===== config.mk =====
export PLATFORM = sky130hd
export DESIGN_NAME = branch_predict_unit_flat
export DESIGN_NICKNAME = d
export VERILOG_FILES = /design/src/rtl/branch_pkg.sv /design/src/rtl/branch_predict_unit_if.sv /design/src/rtl/branch_compare.sv /design/src/rtl/branch_predict_unit.sv /design/src/flat_wrapper.sv
export SDC_FILE = /design/constraint.sdc
export NUM_CORES = 1
export LEC_CHECK = 0
export CORE_ASPECT_RATIO = 2
export CORE_MARGIN = 5
export CORE_UTILIZATION = 41
export CTS_BUF_LIST = sky130_fd_sc_hd__clkbuf_8 sky130_fd_sc_hd__clkbuf_16
export DETAILED_ROUTE_END_ITERATION = 10
export HOLD_SLACK_MARGIN = 0.1
export PLACE_DENSITY = 0.66
export SLEW_MARGIN = 25
export SYNTH_ARGS = -nofsm -noshare
export SYNTH_HDL_FRONTEND = slang
export SYNTH_HIERARCHICAL = 1
export SYNTH_SLANG_ARGS = --single-unit

===== constraint.sdc =====
create_clock -name clk -period 6.95 [get_ports clk]
set_clock_uncertainty 0.15 [all_clocks]
set_input_delay 1.7375 -clock clk [delete_from_list [all_inputs] [get_ports clk]]
set_output_delay 1.7375 -clock clk [all_outputs]
set_load 0.02 [all_outputs]

===== src/rtl/branch_pkg.sv =====
// Shared types, counter encodings and helpers for the branch predict unit.
// The optional statistics block is enabled with `define BRANCH_STATS_EN.
package branch_pkg;

    typedef enum logic [2:0] {
        BEQ  = 3'b000,
        BNE  = 3'b001,
        BLT  = 3'b100,
        BGE  = 3'b101,
        BLTU = 3'b110,
        BGEU = 3'b111
    } branch_op_e;

    typedef logic [1:0] bht_ctr_t;

    localparam bht_ctr_t CTR_SNT = 2'b00;
    localparam bht_ctr_t CTR_WNT = 2'b01;
    localparam bht_ctr_t CTR_WT  = 2'b10;
    localparam bht_ctr_t CTR_ST  = 2'b11;

    function automatic logic is_reserved_funct3(input logic [2:0] f3);
        return (f3 == 3'b010) || (f3 == 3'b011);
    endfunction

    // Saturating 2-bit counter step toward the actual outcome.
    function automatic bht_ctr_t ctr_next(input bht_ctr_t ctr, input logic taken);
        bht_ctr_t nxt;
        if (taken) begin
            if (ctr == CTR_ST) nxt = CTR_ST;
            else               nxt = ctr + 2'b01;
        end else begin
            if (ctr == CTR_SNT) nxt = CTR_SNT;
            else                nxt = ctr - 2'b01;
        end
        return nxt;
    endfunction

endpackage


===== src/rtl/branch_predict_unit_if.sv =====
// Lookup/resolve bus between the IF/EX stages (master) and the predict unit (slave).
// Statistics outputs are present only with `define BRANCH_STATS_EN.
interface branch_predict_unit_if #(parameter int XLEN = 32);
    logic            lookup_valid;
    logic [XLEN-1:0] lookup_pc;
    logic            predict_valid;
    logic            predict_taken;
    logic            resolve_valid;
    logic            resolve_branch;
    logic [XLEN-1:0] resolve_pc;
    logic [2:0]      funct3;
    logic [XLEN-1:0] rs1_data;
    logic [XLEN-1:0] rs2_data;
    logic            resolve_pred;
    logic            take_branch;
    logic            mispredict;
    logic            illegal_branch;
`ifdef BRANCH_STATS_EN
    logic [31:0]     stat_branches;
    logic [31:0]     stat_mispredicts;
`endif

    modport master (
`ifdef BRANCH_STATS_EN
        input  stat_branches, stat_mispredicts,
`endif
        output lookup_valid, lookup_pc, resolve_valid, resolve_branch, resolve_pc,
               funct3, rs1_data, rs2_data, resolve_pred,
        input  predict_valid, predict_taken, take_branch, mispredict, illegal_branch
    );

    modport slave (
`ifdef BRANCH_STATS_EN
        output stat_branches, stat_mispredicts,
`endif
        input  lookup_valid, lookup_pc, resolve_valid, resolve_branch, resolve_pc,
               funct3, rs1_data, rs2_data, resolve_pred,
        output predict_valid, predict_taken, take_branch, mispredict, illegal_branch
    );
endinterface


===== src/rtl/branch_compare.sv =====
// Combinational RV32I branch condition evaluation; reserved funct3 yields cond=0, illegal=1.
module branch_compare
    import branch_pkg::*;
#(
    parameter int XLEN = 32
) (
    input  logic [2:0]      funct3,
    input  logic [XLEN-1:0] rs1,
    input  logic [XLEN-1:0] rs2,
    output logic            cond,
    output logic            illegal
);

    // Condition select by funct3; signed compares use the full operand width.
    always_comb begin
        cond    = 1'b0;
        illegal = is_reserved_funct3(funct3);
        case (funct3)
            BEQ:     cond = (rs1 == rs2);
            BNE:     cond = (rs1 != rs2);
            BLT:     cond = ($signed(rs1) <  $signed(rs2));
            BGE:     cond = ($signed(rs1) >= $signed(rs2));
            BLTU:    cond = (rs1 <  rs2);
            BGEU:    cond = (rs1 >= rs2);
            default: cond = 1'b0;
        endcase
    end

endmodule


===== src/rtl/branch_predict_unit.sv =====
// Branch resolve + bimodal BHT predictor. Optional counters: `define BRANCH_STATS_EN
// adds saturating stat_branches / stat_mispredicts on the interface.
module branch_predict_unit
    import branch_pkg::*;
#(
    parameter int       XLEN      = 32,
    parameter int       BHT_DEPTH = 64,
    parameter bht_ctr_t CTR_INIT  = CTR_WNT
) (
    input  logic                 clk,
    input  logic                 rst,
    branch_predict_unit_if.slave bpu
);

    localparam int IDX_W = $clog2(BHT_DEPTH);

    bht_ctr_t         bht_r [BHT_DEPTH];
    logic [IDX_W-1:0] lookup_idx_s;
    logic [IDX_W-1:0] resolve_idx_s;
    logic             cond_s;
    logic             illegal_s;
    logic             branch_s;
    logic             update_en_s;
    logic             mispredict_s;
    logic             unused_s;

    logic             predict_valid_r;
    logic             predict_taken_r;
    logic             take_branch_r;
    logic             mispredict_r;
    logic             illegal_branch_r;

    assign lookup_idx_s  = bpu.lookup_pc[IDX_W+1:2];
    assign resolve_idx_s = bpu.resolve_pc[IDX_W+1:2];
    assign unused_s      = ^{bpu.lookup_pc, bpu.resolve_pc};

    branch_compare #(.XLEN(XLEN)) u_compare (
        .funct3  (bpu.funct3),
        .rs1     (bpu.rs1_data),
        .rs2     (bpu.rs2_data),
        .cond    (cond_s),
        .illegal (illegal_s)
    );

    assign branch_s     = bpu.resolve_valid & bpu.resolve_branch;
    assign update_en_s  = branch_s & ~illegal_s;
    assign mispredict_s = branch_s & (cond_s ^ bpu.resolve_pred);

    // Prediction and resolve flags; lookup reads the table before this edge's update.
    always_ff @(posedge clk or posedge rst) begin
        if (rst) begin
            predict_valid_r  <= 1'b0;
            predict_taken_r  <= 1'b0;
            take_branch_r    <= 1'b0;
            mispredict_r     <= 1'b0;
            illegal_branch_r <= 1'b0;
        end else begin
            predict_valid_r  <= bpu.lookup_valid;
            predict_taken_r  <= bht_r[lookup_idx_s][1] & bpu.lookup_valid;
            take_branch_r    <= branch_s & cond_s;
            mispredict_r     <= mispredict_s;
            illegal_branch_r <= branch_s & illegal_s;
        end
    end

    // Counter table training on legal resolved branches only.
    always_ff @(posedge clk or posedge rst) begin
        if (rst) begin
            for (int i = 0; i < BHT_DEPTH; i++) begin
                bht_r[i] <= CTR_INIT;
            end
        end else if (update_en_s) begin
            bht_r[resolve_idx_s] <= ctr_next(bht_r[resolve_idx_s], cond_s);
        end
    end

    assign bpu.predict_valid  = predict_valid_r;
    assign bpu.predict_taken  = predict_taken_r;
    assign bpu.take_branch    = take_branch_r;
    assign bpu.mispredict     = mispredict_r;
    assign bpu.illegal_branch = illegal_branch_r;

`ifdef BRANCH_STATS_EN
    logic [31:0] stat_branches_r;
    logic [31:0] stat_mispredicts_r;

    // Saturating event counters; mispredicts include reserved-funct3 branches.
    always_ff @(posedge clk or posedge rst) begin
        if (rst) begin
            stat_branches_r    <= 32'd0;
            stat_mispredicts_r <= 32'd0;
        end else begin
            if (update_en_s && (stat_branches_r != 32'hFFFF_FFFF)) begin
                stat_branches_r <= stat_branches_r + 32'd1;
            end
            if (mispredict_s && (stat_mispredicts_r != 32'hFFFF_FFFF)) begin
                stat_mispredicts_r <= stat_mispredicts_r + 32'd1;
            end
        end
    end

    assign bpu.stat_branches    = stat_branches_r;
    assign bpu.stat_mispredicts = stat_mispredicts_r;
`endif

endmodule


===== src/flat_wrapper.sv =====
// flat-port wrapper written by rule: the top's interface ports become plain ports
module branch_predict_unit_flat import branch_pkg::*;
#(
    parameter int       XLEN      = 32,
    parameter int       BHT_DEPTH = 64,
    parameter bht_ctr_t CTR_INIT  = CTR_WNT
)
  (clk, rst, bpu_lookup_valid, bpu_lookup_pc, bpu_resolve_valid, bpu_resolve_branch, bpu_resolve_pc, bpu_funct3, bpu_rs1_data, bpu_rs2_data, bpu_resolve_pred, bpu_predict_valid, bpu_predict_taken, bpu_take_branch, bpu_mispredict, bpu_illegal_branch);
  branch_predict_unit_if #(.XLEN(XLEN)) bpu_i ();
  input  logic clk;
  input  logic rst;
  input wire logic [$bits(bpu_i.lookup_valid)-1:0] bpu_lookup_valid;
  input wire logic [$bits(bpu_i.lookup_pc)-1:0] bpu_lookup_pc;
  input wire logic [$bits(bpu_i.resolve_valid)-1:0] bpu_resolve_valid;
  input wire logic [$bits(bpu_i.resolve_branch)-1:0] bpu_resolve_branch;
  input wire logic [$bits(bpu_i.resolve_pc)-1:0] bpu_resolve_pc;
  input wire logic [$bits(bpu_i.funct3)-1:0] bpu_funct3;
  input wire logic [$bits(bpu_i.rs1_data)-1:0] bpu_rs1_data;
  input wire logic [$bits(bpu_i.rs2_data)-1:0] bpu_rs2_data;
  input wire logic [$bits(bpu_i.resolve_pred)-1:0] bpu_resolve_pred;
  output wire logic [$bits(bpu_i.predict_valid)-1:0] bpu_predict_valid;
  output wire logic [$bits(bpu_i.predict_taken)-1:0] bpu_predict_taken;
  output wire logic [$bits(bpu_i.take_branch)-1:0] bpu_take_branch;
  output wire logic [$bits(bpu_i.mispredict)-1:0] bpu_mispredict;
  output wire logic [$bits(bpu_i.illegal_branch)-1:0] bpu_illegal_branch;
  assign bpu_i.lookup_valid = bpu_lookup_valid;
  assign bpu_i.lookup_pc = bpu_lookup_pc;
  assign bpu_i.resolve_valid = bpu_resolve_valid;
  assign bpu_i.resolve_branch = bpu_resolve_branch;
  assign bpu_i.resolve_pc = bpu_resolve_pc;
  assign bpu_i.funct3 = bpu_funct3;
  assign bpu_i.rs1_data = bpu_rs1_data;
  assign bpu_i.rs2_data = bpu_rs2_data;
  assign bpu_i.resolve_pred = bpu_resolve_pred;
  assign bpu_predict_valid = bpu_i.predict_valid;
  assign bpu_predict_taken = bpu_i.predict_taken;
  assign bpu_take_branch = bpu_i.take_branch;
  assign bpu_mispredict = bpu_i.mispredict;
  assign bpu_illegal_branch = bpu_i.illegal_branch;
  branch_predict_unit #(.XLEN(XLEN), .BHT_DEPTH(BHT_DEPTH), .CTR_INIT(CTR_INIT)) u_core (.clk(clk), .rst(rst), .bpu(bpu_i));
endmodule

==> metrics.md <==
| Metric | Value |
|---|---|
| Ports | `~140` |
| Worst path cell trace | `buf_2 -> buf_12 -> mux2i_1 -> o21ai_0 -> a221oi_1 -> o211ai_1 -> or4_4 -> maj3_4 -> buf_12 -> o31ai_1` |
| Detailed Place HPWL | `16600 µm` |
| Final setup violation count | `0` |
| EDFF count, synth | `0` |
| Outcome | `complete, no violations` |
| Max stage delay on crit path | `about 0.69 ns` |
| PD cells | `around 220 nW/µm²` |
| Prevailing post-synth register cell | `dfrtp_1` |
| WL/cell | `about 19 µm` |
| Worst Tran Pin Value | `between 1 and 1.5 ns` |
| Setup Fix Bufs, Post-CTS | `0` |
| Share of layout cells above drive strength 1 | `around a quarter` |
| Number of port buffers | `89` |
| Count of cell types in the netlist | `69` |
| Asr flop ratio synth | `between 90% and 100%` |
| 1st-pass router iterations | `4` |
| Relative slew slack | `roughly 32%` |
| Peak Freq | `around 200 MHz` |
| Vias in the first global route | `slightly below 7000` |
| Synth Area in Adders | `5.17%` |
| Leakage Power | `a little over 0.004 µW` |
| Drt drc | `0` |
| DRT iter0 DRCs | `approximately 370` |
| Chip Width | `between 100 and 150 µm` |
| Cells after synthesis | `803` |
| CP Capture Type | `register` |
| Via Count | `6404` |
| CTS Buf Count | `17` |
| Gr ovfl total | `0` |
| Reg clk slew, reported paths | `about 0.050 ns` |
| Critical path arrival | `approximately 5.2 ns` |
| First-pass GRT wire length | `35500 µm` |
| Syn Nets | `approximately 970` |
| Die height | `~210 µm` |
| Non-filler instance count after layout | `between 1000 and 1500` |
| Crit-path leading delay family | `buffers and inverters` |
| Die ar. | `approximately 23000 µm²` |
| Vias/cell | `between 5 and 6` |
| Max-slew violation count | `0` |
| Sink Count | `~130` |
| H-tree levels | `4` |
| Final min period | `around 5.1 ns` |
| Post-synthesis simple-gate area fraction | `between 15 and 20%` |
| TritonCTS clock tree | `yes` |
| Synth warn | `6` |
| Critical path peak fanout | `32` |
| Layout area overhead | `20.8%` |
| Initial antenna violation count | `0` |
| N_diodes | `0` |
| # nets final | `between 1000 and 1500` |
| Mux cell area share after synthesis | `14.9%` |
| Clock Path Buffers | `2` |
| Synthesized area | `8200 µm²` |
| RD Place Congestion | `roughly 0.89` |
| Max Cap Violations | `0` |
| Root Driver | `clkbuf_16` |
| Largest family of logic cells by synthesized area | `compound AO/OA/AOI/OAI gates` |
| Final wirelength | `approximately 22000 µm` |
| R2R Setup Slk | `between 3 and 4 ns` |
| HP Class | `register to register` |
| Placed cell areas | `~9200 µm²` |
| Fillers | `around 1800` |
| Flops & latches, synth | `about 130` |
| Final period util | `72.8%` |
| Starting Density | `~41%` |
| Largest net degree at the start of global routing | `52` |
| Post-synthesis compound-gate area fraction | `around 17%` |
| Clk Latency, worst-skew pair | `around 0.44 ns` |
| Design area | `9900 µm²` |
| RSZ-0062 raised after global routing | `false` |
| Bufs and invs on worst path | `3` |
| Post-route antenna net violation count | `0` |
| Syn avg cell area | `10.2 µm²` |
| Inst Count DP | `between 1000 and 1500` |
| CP Launch Type | `primary input` |
| Slowest cell on the critical path | `buf_2` |
| All-layer global routing usage | `about a fifth` |
| Register area share after synthesis | `~42%` |
| Crit Path Class | `primary input to register` |
| Crit-path most repeated cell | `buf_12` |
| Setup_tns | `0 ns` |
| CTS Hold Bufs | `0` |
| Post_cts resized | `0` |
| Core area | `between 15000 and 20000 µm²` |
| XOR/XNOR Fraction of Synth Area | `less than 1%` |
| Final Hold Viols | `0` |
| CP required | `7.13 ns` |
| Rows | `73` |
| Peak VDD IR | `0.160 mV` |
-- sequential cells by signal, summed over array words and instances (netlist names) --
name	cells
u_core/bht_r	128
u_core/bpu.illegal_branch	1
u_core/bpu.mispredict	1
u_core/bpu.predict_taken	1
u_core/bpu.predict_valid	1
u_core/bpu.take_branch	1
-- cell usage in the layout (no fill, tap or decap), types with 3 or more instances in the layout --
cell type	instances
o31ai_1	4
mux2i_1	16
nor3_1	5
clkdlybuf4s50_1	87
mux4_1	7
o211ai_1	7
bufinv_16	5
a22o_1	3
nand3_1	15
mux2i_4	5
nand2_1	175
clkbuf_8	3
mux2_2	8
nor4_1	3
o21ai_2	55
buf_4	10
o21ai_0	57
clkinv_2	3
nor2_1	34
a31oi_1	14
inv_1	44
dfstp_2	64
nand4_1	8
ha_1	32
dfrtp_1	69
a22oi_1	4
a221o_1	4
and3_1	8
a21oi_1	33
mux4_2	30
buf_12	3
clkbuf_16	17
nor2b_1	6
nand3b_1	3
-- routing by layer --
metal	GRT usage, %	up-vias	wire length (µm)
met5	0	-	0
met4	11.9	0	995
met3	4.51	63	1430
met2	37.8	258	12400
met1	20.6	3027	7640
li1	-	3056	-
-- worst paths after layout --
| kind | depth (start not counted) | end | start |
|---|---|---|---|
| max | 10 | u_core/bht_r[66]$_DFFE_PP1P_ | bpu_resolve_pc[4] |
| min | 2 | u_core/bht_r[98]$_DFFE_PP1P_ | u_core/bht_r[98]$_DFFE_PP1P_ |
| max reg2reg | 7 | u_core/bht_r[28]$_DFFE_PP1P_ | u_core/bht_r[3]$_DFFE_PP0P_ |
| min reg2reg | 2 | u_core/bht_r[98]$_DFFE_PP1P_ | u_core/bht_r[98]$_DFFE_PP1P_ |
| max in group asynchronous | 3 | u_core/bht_r[96]$_DFFE_PP1P_ | rst |
| min in group asynchronous | 2 | u_core/bpu.predict_valid$_DFF_PP0_ | rst |
-- cell families (layout without fill, tap and decap cells) --
family	Yosys count	count (layout)
fa+ha+maj	34	34
flops	133	133
mux	66	66
compound gates	202	202
xor+xnor	1	1
buf+inv	87	177
simple gates	280	280
-- Yosys cell counts, types with 4 or more instances --
cell type	instances	area, µm²
dfrtp_1	69	1730
mux4_1	7	184
o31ai_1	4	30.0
nand4_1	8	50.1
a22oi_1	4	30.0
o21ai_0	57	285
a221o_1	4	40.0
clkbuf_1	14	52.6
o21ai_2	55	482
mux2i_4	5	113
nor2b_1	6	37.5
nand2_1	175	657
buf_2	11	55.1
mux2i_1	16	160
dfstp_2	64	1680
inv_1	42	158
mux2_2	8	90.1
o211ai_1	7	52.6
a31oi_1	14	87.6
nand3_1	15	75.1
mux4_2	30	676
and3_1	8	50.1
nor2_1	36	135
nor3_1	7	35.0
buf_12	6	120
ha_1	32	400
clkbuf_2	4	20.0
a21oi_1	33	165
-- per-stage QoR --
| step | util, % | setup WS [ns] | power (µW) | hold slack (ns) |
|---|---|---|---|---|
| 6_report | 50.0 | 1.89 | 2200 | 0.318 |
| 5_1_grt | 50.0 | 1.74 | 2290 | 0.331 |
| 4_1_cts | 49.9 | 1.87 | 2220 | 0.319 |
| 3_5_place_dp | 46.7 | 1.42 | 1230 | 0.311 |
| 3_3_place_gp | 46.7 | 1.49 | 1220 | 0.308 |
| 2_1_floorplan | - | 1.61 | 1120 | 0.302 |
-- final cells by class --
type	count	area (µm²)	share of cell area, %
sequential	133	3410	34.4
clock inverter	12	184	1.86
inverter	43	164	1.65
tap	262	328	3.31
clock buffer	20	467	4.71
multi-input combinational	583	4340	43.8
timing repair buffer	102	1020	10.3
-- power by group --
group	switching, µW	internal, µW	total (µW)
registers	29.8	841	871
clock network	325	658	983
logic	192	151	343
total	547	1650	2200
-- worst min-delay path, stage by stage, from the launching register on --
cell and delay (ns):
dfstp_2 0.36, nand2_1 0.06, o21ai_2 0.05
(Power assumes the default switching activity.)
